--- src/rtl/cmp_bist.sv ---
// Self-test controller for a W-bit magnitude comparator: sweeps every (x,y) pair,
// waits SETTLE cycles per pair, checks eq/gt/lt and reports errors and the first failure.
module cmp_bist #(
   parameter int W      = 4,
   parameter int SETTLE = 1
) (
   input  logic           clk,
   input  logic           rst_n,
   input  logic           start,
   output logic [W-1:0]   x_out,
   output logic [W-1:0]   y_out,
   input  logic           eq_in,
   input  logic           gt_in,
   input  logic           lt_in,
   output logic           busy,
   output logic           done,
   output logic           pass,
   output logic [2*W:0]   err_count,
   output logic           fail_valid,
   output logic [W-1:0]   fail_x,
   output logic [W-1:0]   fail_y,
   output logic [2:0]     fail_flags
);

   typedef enum logic [1:0] {S_IDLE, S_SETTLE, S_CHECK, S_DONE} state_t;

   localparam logic [W-1:0] VMAX  = '1;
   localparam logic [W-1:0] VONE  = W'(1);
   localparam logic [2*W:0] EONE  = (2*W+1)'(1);
   localparam logic [3:0]   SLAST = 4'(SETTLE - 1);

   state_t         state_q, state_d;
   logic [3:0]     cnt_q, cnt_d;
   logic [W-1:0]   x_q, x_d, y_q, y_d;
   logic [2*W:0]   err_q, err_d;
   logic           fv_q, fv_d;
   logic [W-1:0]   fx_q, fx_d, fy_q, fy_d;
   logic [2:0]     ff_q, ff_d;
   logic           busy_q, busy_d, done_q, done_d, pass_q, pass_d;

   logic [2:0]     obs, expf;
   logic           launch;

   assign obs    = {eq_in, gt_in, lt_in};
   assign expf   = {x_q == y_q, x_q > y_q, x_q < y_q};
   // busy stays high through the first DONE cycle, so start is only honoured once results are out
   assign launch = start & ~busy_q;

   always_comb begin
      state_d = state_q;
      cnt_d   = cnt_q;
      x_d     = x_q;
      y_d     = y_q;
      err_d   = err_q;
      fv_d    = fv_q;
      fx_d    = fx_q;
      fy_d    = fy_q;
      ff_d    = ff_q;
      busy_d  = busy_q;
      done_d  = done_q;
      pass_d  = pass_q;
      case (state_q)
         S_IDLE, S_DONE: begin
            if (launch) begin
               state_d = S_SETTLE;
               cnt_d   = '0;
               x_d     = '0;
               y_d     = '0;
               err_d   = '0;
               fv_d    = 1'b0;
               fx_d    = '0;
               fy_d    = '0;
               ff_d    = '0;
               busy_d  = 1'b1;
               done_d  = 1'b0;
               pass_d  = 1'b0;
            end else if (state_q == S_DONE && busy_q) begin
               // publish one edge after the last check so pass sees the final count
               busy_d = 1'b0;
               done_d = 1'b1;
               pass_d = (err_q == '0);
            end
         end
         S_SETTLE: begin
            if (cnt_q == SLAST) begin
               state_d = S_CHECK;
               cnt_d   = '0;
            end else begin
               cnt_d = cnt_q + 4'd1;
            end
         end
         S_CHECK: begin
            if (obs != expf) begin
               err_d = err_q + EONE;
               if (!fv_q) begin
                  fv_d = 1'b1;
                  fx_d = x_q;
                  fy_d = y_q;
                  ff_d = obs;
               end
            end
            if (x_q == VMAX && y_q == VMAX) begin
               state_d = S_DONE;
            end else begin
               state_d = S_SETTLE;
               if (y_q != VMAX) begin
                  y_d = y_q + VONE;
               end else begin
                  y_d = '0;
                  x_d = x_q + VONE;
               end
            end
         end
         default: state_d = S_IDLE;
      endcase
   end

   always_ff @(posedge clk or negedge rst_n) begin
      if (!rst_n) begin
         state_q <= S_IDLE;
         cnt_q   <= '0;
         x_q     <= '0;
         y_q     <= '0;
         err_q   <= '0;
         fv_q    <= 1'b0;
         fx_q    <= '0;
         fy_q    <= '0;
         ff_q    <= '0;
         busy_q  <= 1'b0;
         done_q  <= 1'b0;
         pass_q  <= 1'b0;
      end else begin
         state_q <= state_d;
         cnt_q   <= cnt_d;
         x_q     <= x_d;
         y_q     <= y_d;
         err_q   <= err_d;
         fv_q    <= fv_d;
         fx_q    <= fx_d;
         fy_q    <= fy_d;
         ff_q    <= ff_d;
         busy_q  <= busy_d;
         done_q  <= done_d;
         pass_q  <= pass_d;
      end
   end

   assign x_out      = x_q;
   assign y_out      = y_q;
   assign busy       = busy_q;
   assign done       = done_q;
   assign pass       = pass_q;
   assign err_count  = err_q;
   assign fail_valid = fv_q;
   assign fail_x     = fx_q;
   assign fail_y     = fy_q;
   assign fail_flags = ff_q;

endmodule

--- config.mk ---
export PLATFORM = sky130hd
export DESIGN_NAME = cmp_bist
export DESIGN_NICKNAME = d
export VERILOG_FILES = /design/src/rtl/cmp_bist.sv
export SDC_FILE = /design/constraint.sdc
export NUM_CORES = 1
export LEC_CHECK = 0
export BUFFER_PORTS_ARGS = -buffer_cell sky130_fd_sc_hd__buf_2
export CORE_MARGIN = 2
export CORE_UTILIZATION = 38
export CTS_CLUSTER_SIZE = 12
export DETAILED_ROUTE_END_ITERATION = 16
export HOLD_SLACK_MARGIN = 0.03
export PLACE_DENSITY_LB_ADDON = 0.12
export SLEW_MARGIN = 10
export SYNTH_ARGS = -nofsm -noshare
export SYNTH_HDL_FRONTEND = slang
export SYNTH_SLANG_ARGS = --single-unit
--- constraint.sdc ---
create_clock -name clk -period 6.4 [get_ports clk]
set_input_delay 1.92 -clock clk [delete_from_list [all_inputs] [get_ports clk]]
set_output_delay 1.92 -clock clk [all_outputs]
set_load 0.005 [all_outputs]
==> flow_metrics.py, run 1 <==
metrics = {
    "cells_and_area": {
        "nNetsFinal": 300,
        "mostFrequentLayoutCells": "38 x dfrtp_1, 37 x buf_2, 24 x nand2_1",
        "drive_gt1_share_pct": 18.1,
        "antenna_cells": 0,
        "final_common_cell": "dfrtp_1",
        "final_area_sq_um": 2590,
        "area_growth_pct": 13.6,
    },
    "place": {
        "gp_congestion": 0.748,
        "hpwl_microns": 3650,
        "port_buffers": 37,
        "dpl_cell_area_sq_um": 2500,
    },
    "sta": {
        "fin_crit_sh_pct": 57.2,
        "setup_viol": 0,
        "skew_ns": 0.00939,
        "whs_ns": 0.487,
        "slew_viol_final": 0,
        "hold_viol": 0,
        "post-route-min-period_ns": 3.66,
        "rsz0062_at_grt": "no",
        "clock.fmax_ghz": 0.273,
        "slew_headroom_pct": 41.5,
        "tightest_slew_ns": 0.878,
        "fin_tns_setup_ns": 0,
    },
    "synth": {
        "synth_xor_area_share_pct": 0.383,
        "ys_types": 46,
        "yosys_warnings": 0,
        "syn_area_sq_um": 2280,
        "synth_compound_area_share_pct": 22.9,
        "synth_async_sr_flop_share_pct": 100,
        "synth_nets": 270,
        "ys_seq_area_share_pct": 41.6,
        "synth-seq-cells": 38,
        "synth.area.mux_share_pct": 0.986,
        "synth_edf_count": 0,
        "avgSynthCellArea_sq_um": 9.14,
        "netlist_instances": 250,
        "synthSimpleGateAreaFrac_pct": 21.0,
        "synth_top_family_by_area": "compound AO/OA/AOI/OAI gates",
        "synth-adder-area-share_pct": 7.67,
        "ys.flop_type": "dfrtp_1",
    },
    "run": {
        "max_cap_violations": 0,
    },
    "clocking": {
        "cts_root_buffer": "clkbuf_8",
        "cts_buffers": 5,
        "cts_resized": 0,
        "post-cts-setup-buffer-count": 0,
        "clk_latency_ns": 0.29,
        "cts_tree": "built",
        "h-tree-depth": 2,
        "cts_buffer_depth": 2,
        "clock-sinks": 38,
        "clk_pin_slew_ns": 0.08,
        "ctsHoldBuffers": 0,
    },
    "drt": {
        "drtIter0Drc": 122,
        "wl_per_cell_microns": 15.7,
        "vias_per_cell": 5.63,
        "routed_wl_microns": 5590,
        "drc": 0,
        "drt.antenna.violating_nets": 0,
        "dr.pass1.iters": 4,
        "vias": 2005,
    },
    "power_and_ir_drop": {
        "power_leakage_nw": 1.21,
        "vdd_drop_max_v": 0.000113,
        "power.density_nw_per_um2": 242,
    },
    "outcome": {
        "status": "finished clean",
    },
    "global_route": {
        "grt.total_usage_pct": 18.2,
        "grt_pass1_wl_microns": 9340,
        "grt_max_degree": 39,
        "antenna_found_initial": 0,
        "grt_overflow": 0,
        "grt_pass1_vias": 1944,
    },
    "die": {
        "pin_count": 38,
        "dieArea_sq_um": 6650,
        "start_util_pct": 39.1,
        "fp-row-count": 28,
        "die_height_microns": 81.5,
        "die_w_microns": 81.5,
        "design.core.area_sq_um": 5850,
    },
    "critical_path": {
        "end_kind": "register",
        "cpPeakStageDelay_ns": 0.90,
        "start_kind": "input port",
        "cp_cell_sequence": "buf_2 -> nand2_1 -> a2bb2oi_1 -> or4_1 -> a2111oi_0 -> a211o_1",
        "slowest_stage": "or4_1",
        "arrival_ns": 3.89,
        "required_ns": 6.63,
        "regToRegStartpoint": "state_q[0]",
        "cp_max_fo": 18,
        "crit_start": "start",
        "critPathKind": "input port to register",
    },
    "min_path": {
        "hp-start": "cnt_q[3]",
        "hold_class": "register to register",
    },
}
-- worst max-delay path, delay by kind of cell --
| family | cells | cell delay (ns) |
|---|---|---|
| buffers and inverters | 1 | 0.11 |
| AO/OA/AOI/OAI | 3 | 0.86 |
| AND/OR/NAND/NOR | 2 | 0.99 |
-- Yosys cell counts (all sizes together), types with 8 or more instances --
| master | count | area (sq um) |
|---|---|---|
| inv | 15 | 56.3 |
| o21ai | 22 | 110 |
| dfrtp | 38 | 951 |
| ha | 14 | 175 |
| o211ai | 9 | 72.6 |
| buf | 8 | 41.3 |
| nand3 | 21 | 105 |
| a211o | 11 | 96.3 |
| and3 | 15 | 93.8 |
| a21oi | 8 | 40.0 |
| nand2 | 24 | 90.1 |
| nor2 | 9 | 33.8 |
-- layout make-up --
class / instances / area (sq um)
timing repair buffer: 38 / 193
multi-input combinational: 182 / 1210
clock inverter: 1 / 5.00
tap: 75 / 93.8
clock buffer: 7 / 86.3
fill: 595 / 3260
sequential: 38 / 951
inverter: 15 / 56.3
-- routing by layer --
layer  share of wire, %  wire length (microns)  global-route usage (%)  vias to the layer above
met5                  0                      0                       0                        -
met4                1.5                     85                    6.44                        0
met3                3.7                    205                    3.85                        9
met2                 45                   2510                    28.4                       37
met1                 50                   2780                    24.9                      965
li1                   -                      -                       -                      994
-- stage by stage --
stage	utilization (%)	setup WS [ns]	power, mW	cells
after global placement	42.8	2.50	0.462	348
after detailed placement	42.8	2.43	0.462	348
after floorplan	-	3.00	0.393	250
after global routing	44.4	2.53	0.678	356
after CTS	44.4	2.76	0.638	356
final	44.4	2.74	0.628	356
-- power by group --
| part | leakage [nW] | internal [mW] | switching [mW] | total (mW) |
|---|---|---|---|---|
| registers | 0.455 | 0.280 | 0.0546 | 0.335 |
| clock network | 0.0482 | 0.0870 | 0.0863 | 0.173 |
| logic | 0.710 | 0.0667 | 0.0537 | 0.120 |
| total | 1.21 | 0.434 | 0.194 | 0.628 |
-- kinds of logic (layout without fill, tap and decap cells) --
group,Yosys count,count (layout)
buffers and inverters,30,61
DFF,38,38
AOI/OAI and AO/OA,74,74
muxes,2,2
and+or+nand+nor,91,91
xor gates and xnor gates,1,1
adders and majority gates,14,14
-- registers in the layout, indices dropped and copies added, names as in the netlist --
signal      cells
err_count       9
cnt_q           4
fail_x          4
fail_y          4
x_out           4
y_out           4
fail_flags      3
state_q         2
busy            1
done            1
fail_valid      1
pass            1
-- path summary, 6_finish.rpt --
kind | cells after the start | slack, ns | end
max | 6 | 2.74 | fail_y[1]
min | 1 | 0.49 | cnt_q[3]
max reg2reg | 7 | 3.49 | fail_y[1]
min reg2reg | 1 | 0.49 | cnt_q[3]
max in group asynchronous | 1 | 4.10 | fail_y[3]
min in group asynchronous | 1 | 1.73 | busy
Power figures use the tool's default switching activity.
==> run 2, diff against run 1 <==
==> constraint.sdc (replaced) <==
create_clock -name clk -period 3.75 [get_ports clk]
set_input_delay 1.125 -clock clk [delete_from_list [all_inputs] [get_ports clk]]
set_output_delay 1.125 -clock clk [all_outputs]
set_load 0.005 [all_outputs]
==> run 2 against run 1 <==
Sequential share of layout area fell by 0.21 points. First-iteration DRC count down 16%. Non-clock buffer count up 2. Critical path depth rose by 1. Highest routed layer unchanged.
==> flow_metrics.py, run 2 (same netlist as run 1, synthesis figures left out) <==
metrics = {
    "sta": {
        "setup_viol": 0,
        "rsz0062_at_grt": "no",
        "slew_headroom_pct": 41.6,
        "clock.fmax_ghz": 0.351,
        "hold_viol": 0,
        "slew_viol_final": 0,
        "skew_ns": 0.00593,
        "tightest_slew_ns": 0.876,
        "fin_crit_sh_pct": 76.0,
        "fin_tns_setup_ns": 0,
        "fin_ws_ns": 0.902,
        "post-route-min-period_ns": 2.85,
    },
    "drt": {
        "drc": 0,
        "drtIter0Drc": 103,
        "dr.pass1.iters": 4,
        "drt.antenna.violating_nets": 0,
        "routed_wl_microns": 5530,
        "vias_per_cell": 5.57,
        "wl_per_cell_microns": 15.5,
        "vias": 1994,
    },
    "place": {
        "gp_congestion": 0.758,
        "dp_slack_ns": 0.605,
        "port_buffers": 37,
        "hpwl_microns": 3760,
    },
    "clocking": {
        "clk_pin_slew_ns": 0.08,
        "cts_buffer_depth": 2,
        "cts_tree": "built",
        "post-cts-setup-buffer-count": 0,
        "clk_latency_ns": 0.29,
        "cts_buffers": 5,
        "ctsHoldBuffers": 0,
        "cts_root_buffer": "clkbuf_8",
        "h-tree-depth": 2,
        "clock-sinks": 38,
        "cts_resized": 0,
    },
    "critical_path": {
        "required_ns": 3.98,
        "end_kind": "register",
        "regToRegStartpoint": "state_q[0]",
        "cp_max_fo": 18,
        "crit_start": "state_q[0]",
        "r2r_setup_slack_ns": 0.90,
        "arrival_ns": 3.07,
        "critPathKind": "register to register",
        "start_kind": "register",
    },
    "cells_and_area": {
        "n_fill_cell": 599,
        "nNetsFinal": 302,
        "area_growth_pct": 14.2,
        "drive_gt1_share_pct": 18.7,
        "mostFrequentLayoutCells": "38 x dfrtp_1, 37 x buf_2, 24 x nand2_1",
        "final_common_cell": "dfrtp_1",
        "largest_register_ffs": 9,
        "antenna_cells": 0,
    },
    "min_path": {
        "hold_class": "register to register",
        "hp-start": "cnt_q[3]",
    },
    "die": {
        "die_height_microns": 81.5,
        "fp-row-count": 28,
        "start_util_pct": 39.1,
        "design.core.area_sq_um": 5850,
        "dieArea_sq_um": 6650,
        "die_w_microns": 81.5,
        "pin_count": 38,
    },
    "power_and_ir_drop": {
        "vdd_drop_max_v": 0.000185,
        "power.density_nw_per_um2": 411,
        "power_leakage_nw": 1.22,
    },
    "global_route": {
        "grt_pass1_wl_microns": 9270,
        "grt_max_degree": 39,
        "antenna_found_initial": 0,
        "grt.total_usage_pct": 17.9,
        "grt_overflow": 0,
        "grt_pass1_vias": 1904,
    },
    "run": {
        "max_cap_violations": 0,
    },
    "outcome": {
        "status": "finished clean",
    },
}
## run 2: changes by cell type in the layout (fill, tap and decap cells not counted)
cell / before / now
buf_4: 1 / 3
## run 2: cell type report
type | instances | area (sq um) | share of cell area, %
inverter | 15 | 56.3 | 2.16
tap | 75 | 93.8 | 3.60
clock inverter | 1 | 5.00 | 0.192
multi-input combinational | 182 | 1210 | 46.4
timing repair buffer | 40 | 208 | 7.96
sequential | 38 | 951 | 36.4
clock buffer | 7 | 86.3 | 3.31
## run 2: final timing paths
check / end / cells after the start
max in group asynchronous: x_out[2] / 1
setup reg to reg: fail_y[1] / 7
hold reg to reg: cnt_q[3] / 1
min in group asynchronous: err_count[8] / 1
hold / removal: cnt_q[3] / 1
setup / recovery: fail_y[1] / 7
## run 2: stage by stage
| step | cells | hold WS (ns) | power [mW] | instance area [sq um] | utilization (%) |
|---|---|---|---|---|---|
| after CTS | 358 | 0.490 | 1.09 | 2610 | 44.6 |
| after detailed placement | 350 | 0.472 | 0.791 | 2520 | 43.0 |
| after global placement | 350 | 0.470 | 0.786 | 2520 | 43.0 |
| final | 358 | 0.502 | 1.07 | 2610 | 44.6 |
| after global routing | 358 | 0.528 | 1.15 | 2610 | 44.6 |
| after floorplan | 250 | 0.447 | 0.671 | 2280 | - |
## run 2: critical path, cell delays in order, from the launching register on
cell and delay, ns:
dfrtp_1 0.42, inv_1 0.06, ha_1 0.44, nand2_1 0.14, a2bb2oi_1 0.20, or4_1 0.88, a2111oi_0 0.50, a211o_1 0.14
## run 2: power breakdown
part | switching, mW | internal, mW
sequential | 0.0955 | 0.478
clock | 0.144 | 0.148
combinational | 0.0934 | 0.115
## run 2: layer usage
| metal | part of all wire (%) | track usage (%) | vias to the layer above |
|---|---|---|---|
| met5 | 0 | 0 | - |
| met4 | 0.61 | 3.90 | 0 |
| met3 | 3.4 | 3.96 | 5 |
| met2 | 46 | 28.4 | 38 |
| met1 | 50 | 25.1 | 949 |
| li1 | - | - | 1002 |
